### config.mk
export PLATFORM = sky130hd
export DESIGN_NAME = gcd_bus_unit_flat
export DESIGN_NICKNAME = d
export VERILOG_FILES = /design/src/rtl/gcd_bus_unit_if.sv /design/src/rtl/gcd_bus_unit.sv /design/src/flat_wrapper.sv
export SDC_FILE = /design/constraint.sdc
export NUM_CORES = 1
export LEC_CHECK = 0
export CORE_UTILIZATION = 40
export DETAILED_ROUTE_END_ITERATION = 8
export GPL_TIMING_DRIVEN = 0
export PLACE_DENSITY = 0.68
export SYNTH_ARGS = -nofsm -noshare
export SYNTH_HDL_FRONTEND = slang
export SYNTH_SLANG_ARGS = --single-unit
### constraint.sdc
create_clock -name clk -period 3 [get_ports clk]
set_clock_uncertainty 0.05 [all_clocks]
set_input_delay 0.6 -clock clk [delete_from_list [all_inputs] [get_ports clk]]
set_output_delay 0.6 -clock clk [all_outputs]
set_load 0.02 [all_outputs]
### src/rtl/gcd_bus_unit_if.sv
// CPU-side bus bundle for the GCD coprocessor: address, strobes, data and interrupt.
interface gcd_bus_unit_if;
  logic [15:0] saddress;
  logic        srd;
  logic        swr;
  logic [31:0] sdata_in;
  logic [31:0] sdata_out;
  logic        irq;

  // The CPU side drives address, strobes and write data.
  modport master (
    output saddress, srd, swr, sdata_in,
    input  sdata_out, irq
  );

  // The coprocessor answers with read data and its interrupt.
  modport slave (
    input  saddress, srd, swr, sdata_in,
    output sdata_out, irq
  );
endinterface

### src/rtl/gcd_bus_unit.sv
// Memory-mapped GCD coprocessor: subtractive GCD, one step per clock, with
// start/abort control, sticky done/err/overrun flags and a level interrupt.
module gcd_bus_unit #(
  parameter int          WIDTH     = 32,
  parameter logic [15:0] BASE_ADDR = 16'h00F8,
  parameter int          CNT_WIDTH = 16
) (
  input  logic           clk,
  input  logic           n_reset,
  gcd_bus_unit_if.slave  bus
);

  localparam logic [15:0] ADDR_A1   = BASE_ADDR;
  localparam logic [15:0] ADDR_A2   = BASE_ADDR + 16'h0004;
  localparam logic [15:0] ADDR_W    = BASE_ADDR + 16'h0008;
  localparam logic [15:0] ADDR_S    = BASE_ADDR + 16'h000C;
  localparam logic [15:0] ADDR_CTRL = BASE_ADDR + 16'h0010;
  localparam logic [15:0] ADDR_CNT  = BASE_ADDR + 16'h0014;

  typedef enum logic {IDLE, RUN} state_t;

  state_t               r_state;
  state_t               w_nextState;
  logic [WIDTH-1:0]     r_a1, r_a2, r_w, r_a, r_b;
  logic [CNT_WIDTH-1:0] r_cnt;
  logic                 r_done, r_err, r_overrun, r_ie;
  logic [31:0]          r_rdata;

  logic w_wrA1, w_wrA2, w_wrCtrl, w_rdW, w_rdS;
  logic w_start, w_abort, w_opZero, w_equal;
  logic w_busy, w_acceptStart, w_runStep, w_finish, w_overrunSet;
  logic [31:0] w_status, w_rdMux;

  assign w_wrA1   = bus.swr && (bus.saddress == ADDR_A1);
  assign w_wrA2   = bus.swr && (bus.saddress == ADDR_A2);
  assign w_wrCtrl = bus.swr && (bus.saddress == ADDR_CTRL);
  assign w_rdW    = bus.srd && (bus.saddress == ADDR_W);
  assign w_rdS    = bus.srd && (bus.saddress == ADDR_S);
  assign w_start  = w_wrCtrl && bus.sdata_in[0];
  assign w_abort  = w_wrCtrl && bus.sdata_in[1];
  assign w_opZero = (r_a1 == '0) || (r_a2 == '0);
  assign w_equal  = (r_a == r_b);

  // State register: only IDLE and RUN, abandoned immediately on reset.
  always_ff @(posedge clk or negedge n_reset) begin
    if (!n_reset) r_state <= IDLE;
    else          r_state <= w_nextState;
  end

  // Next state: a start with two non-zero operands launches a run; abort or convergence ends it.
  always_comb begin
    w_nextState = r_state;
    case (r_state)
      IDLE:    if (w_start && !w_opZero) w_nextState = RUN;
      RUN:     if (w_abort || w_equal)   w_nextState = IDLE;
      default: w_nextState = IDLE;
    endcase
  end

  // FSM outputs: abort outranks both a subtraction step and completion in RUN.
  always_comb begin
    w_busy        = (r_state == RUN);
    w_acceptStart = (r_state == IDLE) && w_start;
    w_runStep     = (r_state == RUN) && !w_abort && !w_equal;
    w_finish      = (r_state == RUN) && !w_abort && w_equal;
    w_overrunSet  = (r_state == RUN) && w_start && !w_abort;
  end

  // Operand, working, result, counter and flag registers; flag sets beat read-clears.
  always_ff @(posedge clk or negedge n_reset) begin
    if (!n_reset) begin
      r_a1      <= '0;
      r_a2      <= '0;
      r_w       <= '0;
      r_a       <= '0;
      r_b       <= '0;
      r_cnt     <= '0;
      r_done    <= 1'b0;
      r_err     <= 1'b0;
      r_overrun <= 1'b0;
      r_ie      <= 1'b0;
    end else begin
      if (w_wrA1)   r_a1 <= bus.sdata_in[WIDTH-1:0];
      if (w_wrA2)   r_a2 <= bus.sdata_in[WIDTH-1:0];
      if (w_wrCtrl) r_ie <= bus.sdata_in[2];
      if (w_rdW)    r_done <= 1'b0;
      if (w_rdS)    r_overrun <= 1'b0;
      if (w_overrunSet) r_overrun <= 1'b1;
      if (w_acceptStart) begin
        r_a   <= r_a1;
        r_b   <= r_a2;
        r_cnt <= '0;
        r_err <= (r_a1 == '0) && (r_a2 == '0);
        if (w_opZero) begin
          r_w    <= r_a1 | r_a2;
          r_done <= 1'b1;
        end else begin
          r_done <= 1'b0;
        end
      end else if (w_runStep) begin
        if (r_a > r_b) r_a <= r_a - r_b;
        else           r_b <= r_b - r_a;
        if (r_cnt != '1) r_cnt <= r_cnt + 1'b1;
      end else if (w_finish) begin
        r_w    <= r_a;
        r_done <= 1'b1;
      end
    end
  end

  assign w_status = {28'b0, w_busy, r_done, r_err, r_overrun};

  // Read multiplexer: unmapped addresses read as zero.
  always_comb begin
    w_rdMux = '0;
    case (bus.saddress)
      ADDR_A1:   w_rdMux = 32'(r_a1);
      ADDR_A2:   w_rdMux = 32'(r_a2);
      ADDR_W:    w_rdMux = 32'(r_w);
      ADDR_S:    w_rdMux = w_status;
      ADDR_CTRL: w_rdMux = {29'b0, r_ie, 2'b0};
      ADDR_CNT:  w_rdMux = 32'(r_cnt);
      default:   w_rdMux = '0;
    endcase
  end

  // Read data is captured on the read strobe and held until the next read.
  always_ff @(posedge clk or negedge n_reset) begin
    if (!n_reset)     r_rdata <= '0;
    else if (bus.srd) r_rdata <= w_rdMux;
  end

  assign bus.sdata_out = r_rdata;
  assign bus.irq       = r_done & r_ie;

endmodule

### src/flat_wrapper.sv
// flat-port wrapper written by rule: the top's interface ports become plain ports
module gcd_bus_unit_flat 
#(
  parameter int          WIDTH     = 32,
  parameter logic [15:0] BASE_ADDR = 16'h00F8,
  parameter int          CNT_WIDTH = 16
)
  (clk, n_reset, bus_saddress, bus_srd, bus_swr, bus_sdata_in, bus_sdata_out, bus_irq);
  gcd_bus_unit_if bus_i ();
  input  logic clk;
  input  logic n_reset;
  input wire logic [$bits(bus_i.saddress)-1:0] bus_saddress;
  input wire logic [$bits(bus_i.srd)-1:0] bus_srd;
  input wire logic [$bits(bus_i.swr)-1:0] bus_swr;
  input wire logic [$bits(bus_i.sdata_in)-1:0] bus_sdata_in;
  output wire logic [$bits(bus_i.sdata_out)-1:0] bus_sdata_out;
  output wire logic [$bits(bus_i.irq)-1:0] bus_irq;
  assign bus_i.saddress = bus_saddress;
  assign bus_i.srd = bus_srd;
  assign bus_i.swr = bus_swr;
  assign bus_i.sdata_in = bus_sdata_in;
  assign bus_sdata_out = bus_i.sdata_out;
  assign bus_irq = bus_i.irq;
  gcd_bus_unit #(.WIDTH(WIDTH), .BASE_ADDR(BASE_ADDR), .CNT_WIDTH(CNT_WIDTH)) u_core (.clk(clk), .n_reset(n_reset), .bus(bus_i));
endmodule
==> metrics.cfg, run 1 <==
[die]
io_pins=85
die_y_um=183
core_um2=32500
fp-row-count=66
die_x_um=183
die_area_um2=33600
start_util_pct=40.5

[cts]
cts_tree=done
cts_root_buffer=clkbuf_16
cts.htree.levels=1
path_clk_slew_ps=70
cts_buffer_depth=3
numCtsBuffers=23
clk_latency_ps=520
clock_sinks=213
cts_hold_buf=0

[power]
ir_drop_uv=355
total_power_w=0.00608
p_per_area_nw_per_um2=368
leakage_nw=7.17

[cells_and_area]
fin_nets=1698
antenna_cells=0
area_delta_synth_final_pct=25.7
instances_no_fill=2036
fin_area_um2=16500
final_layout_size_suffix_gt1_share_pct=20.6
final_cell_mix=dfrtp_1, inv_1, nand2_1
layout.cells.most_common=dfrtp_1

[worst_hold_path]
hp-class=in2async

[yosys]
ys_seq_elements=213
synth_seq_area_share_pct=40.5
synth_ff_type=dfrtp_1
synthCells=1414
synthSimpleGateAreaFrac_pct=13.4
synth_edf_count=0
ys_types=73
synthMuxAreaShare_pct=5.87
syn_nets=1532
post_synth_xor_area_fraction_pct=4.26
netlist.area_leader.share_pct=40.5
synth.largest_area_cell=dfrtp_1
yosys_warnings=0
synth_area_leaders=dfrtp_1, ha_1, mux2_2, o21ai_0, inv_1
syn_area_per_cell_um2=9.30
syn-cell-area_um2=13100
synth-adder-area-share_pct=6.40
synth_compound_area_share_pct=23.0
synthArstFlopShare_pct=100
synth_top_family_by_area=compound AO/OA/AOI/OAI gates

[global_routing]
busiest_layer=met2
gr-usage-met2_pct=44.9
grt.met3_usage_pct=2.92
globalRouteTotalUtil_pct=27.8
grt_pass1_wl_mm=71.4
grt_max_degree=118
antenna_found_initial=0
grt_util_met1_pct=38.7
gr-total-overflow=0
grt_pass1_vias=11821

[critical_path]
crit_path_end_kind=flip-flop
worstRegToRegCells=13
worst_ep_required_time_ps=3390
reg2reg_from=u_core.r_a[30]
cp.arrival_ps=3410
critPathKind=reg2reg
r2r_slack_ps=-20
crit_fanout=6
cp-start-kind=flip-flop
reg2reg_to=u_core.r_b[14]

[detailed_routing]
vias=12201
wl_per_cell_um=23.1
drt-pass1-iter-count=7
detail_route.vias_per_cell=5.99
drc=0
drt_wl_total_mm=47.1
drt_iter0_markers=1270
final_antenna_net_count=0

[sta]
fin_crit_sh_pct=101
max_slew.worst_pin.slew_ps=904
relSlewSlack_pct=39.8
rsz0062_at_grt=yes
finalWorstSetupSlack_ps=-15.2
setup_viol_count_final=4
hold_viol=0
fin_crit_ps=3020
drv_slew=0
max_freq_mhz=332

[job]
cap_violations=0

[placed_design]
placed_cell_area_um2=14600
numPortBuffers=82
gp_congestion=0.967
dpl.hpwl_mm=34.6
place_ws_ps=-694
dp_cells=1939

[outcome]
violations=setup timing
outcome=complete, but fails checks

final cells by class:
class,count,area (µm²)
Inverter,109,413
Multi-Input combinational cell,1000,7390
Buffer,90,646
Clock inverter,9,124
Clock buffer,30,662
Fill cell,2949,15900
Timing Repair Buffer,143,1390
Tap cell,442,553
Sequential cell,213,5350
power breakdown:
| part | internal (W) | switching, W | total, W |
|---|---|---|---|
| Combinational | 0.0000695 | 0.000101 | 0.000170 |
| Sequential | 0.00287 | 0.00000126 | 0.00287 |
| Clock | 0.00180 | 0.00123 | 0.00303 |
logic make-up after synthesis:
group           after synthesis
compound gates              454
xor+xnor                     64
fa+ha+maj                    66
buf+inv                     201
flops                       213
mux                          69
simple gates                347
sequential cells by signal, summed over array words and instances (netlist names):
| signal | flops |
|---|---|
| u_core.r_b | 32 |
| u_core.r_ie | 1 |
| u_core.r_w | 32 |
| u_core.r_a1 | 32 |
| u_core.r_a2 | 32 |
| u_core.bus.sdata_out | 32 |
| u_core.r_overrun | 1 |
| u_core.r_cnt | 16 |
| u_core.r_err | 1 |
| u_core.r_done | 1 |
| u_core.r_state | 1 |
| u_core.r_a | 32 |
cell usage after synthesis, drive strengths merged (28+ instances only):
library cell,count
a222oi,28
a21oi,73
o22ai,32
buf,59
dfrtp,213
nor2,76
xor2,31
o21ai,146
clkbuf,33
nand2,104
xnor2,33
a22oi,35
or3,38
inv,109
mux2,65
ha,64
worst max-delay path by stage:
stage,startpoint,end,slack [ps],depth (start not counted)
floorplan,u_core.r_a[0],u_core.r_a[10],190,12
global placement,n_reset,u_core.r_b[9],-7830,1
detailed placement,bus_saddress[13],u_core.r_w[26],-690,10
CTS,u_core.r_a[6],u_core.r_a[15],-3,13
global route,u_core.r_a[6],u_core.r_b[28],-100,13
finish,u_core.r_a[30],u_core.r_b[14],-20,13
timing repair:
item	in CTS	in global routing
setup buffers	25	33
endpoints found under the setup margin	152	129
gates resized for setup	88	112
pin swaps	13	20
gates cloned	0	2
per-layer routing:
metal	wire length, µm	up-vias
met5	0	-
met1	20200	6059
li1	-	5488
met3	3520	102
met4	1780	0
met2	21600	552
metrics by stage:
step           hold WS [ps]  utilization [%]  setup TNS [ps]
3_3_place_gp            415             44.7        -1755890
5_1_grt                 135             50.9           -1240
3_5_place_dp            421             44.8         -100950
6_report               41.3             50.9           -33.8
2_1_floorplan           254                -               0
4_1_cts                 102             48.8           -2.51
critical path, stage by stage (launching register included):
cell	delay [ps]
dfrtp_2	440
ha_4	320
clkinvlp_4	150
nor4_4	400
buf_4	200
and4_4	260
nor2_4	60
a31oi_4	240
buf_6	150
and2b_4	270
buf_6	130
buf_8	110
a22oi_2	50
o21ai_1	100
Note: power is estimated with default switching activity, not from simulation.
==> run 2: changes to the inputs <==
Settings changed: HOLD_SLACK_MARGIN set to 0.03.
==> results of run 2 <==
The final DEF is identical to that of run 1; final timing and power are the same.
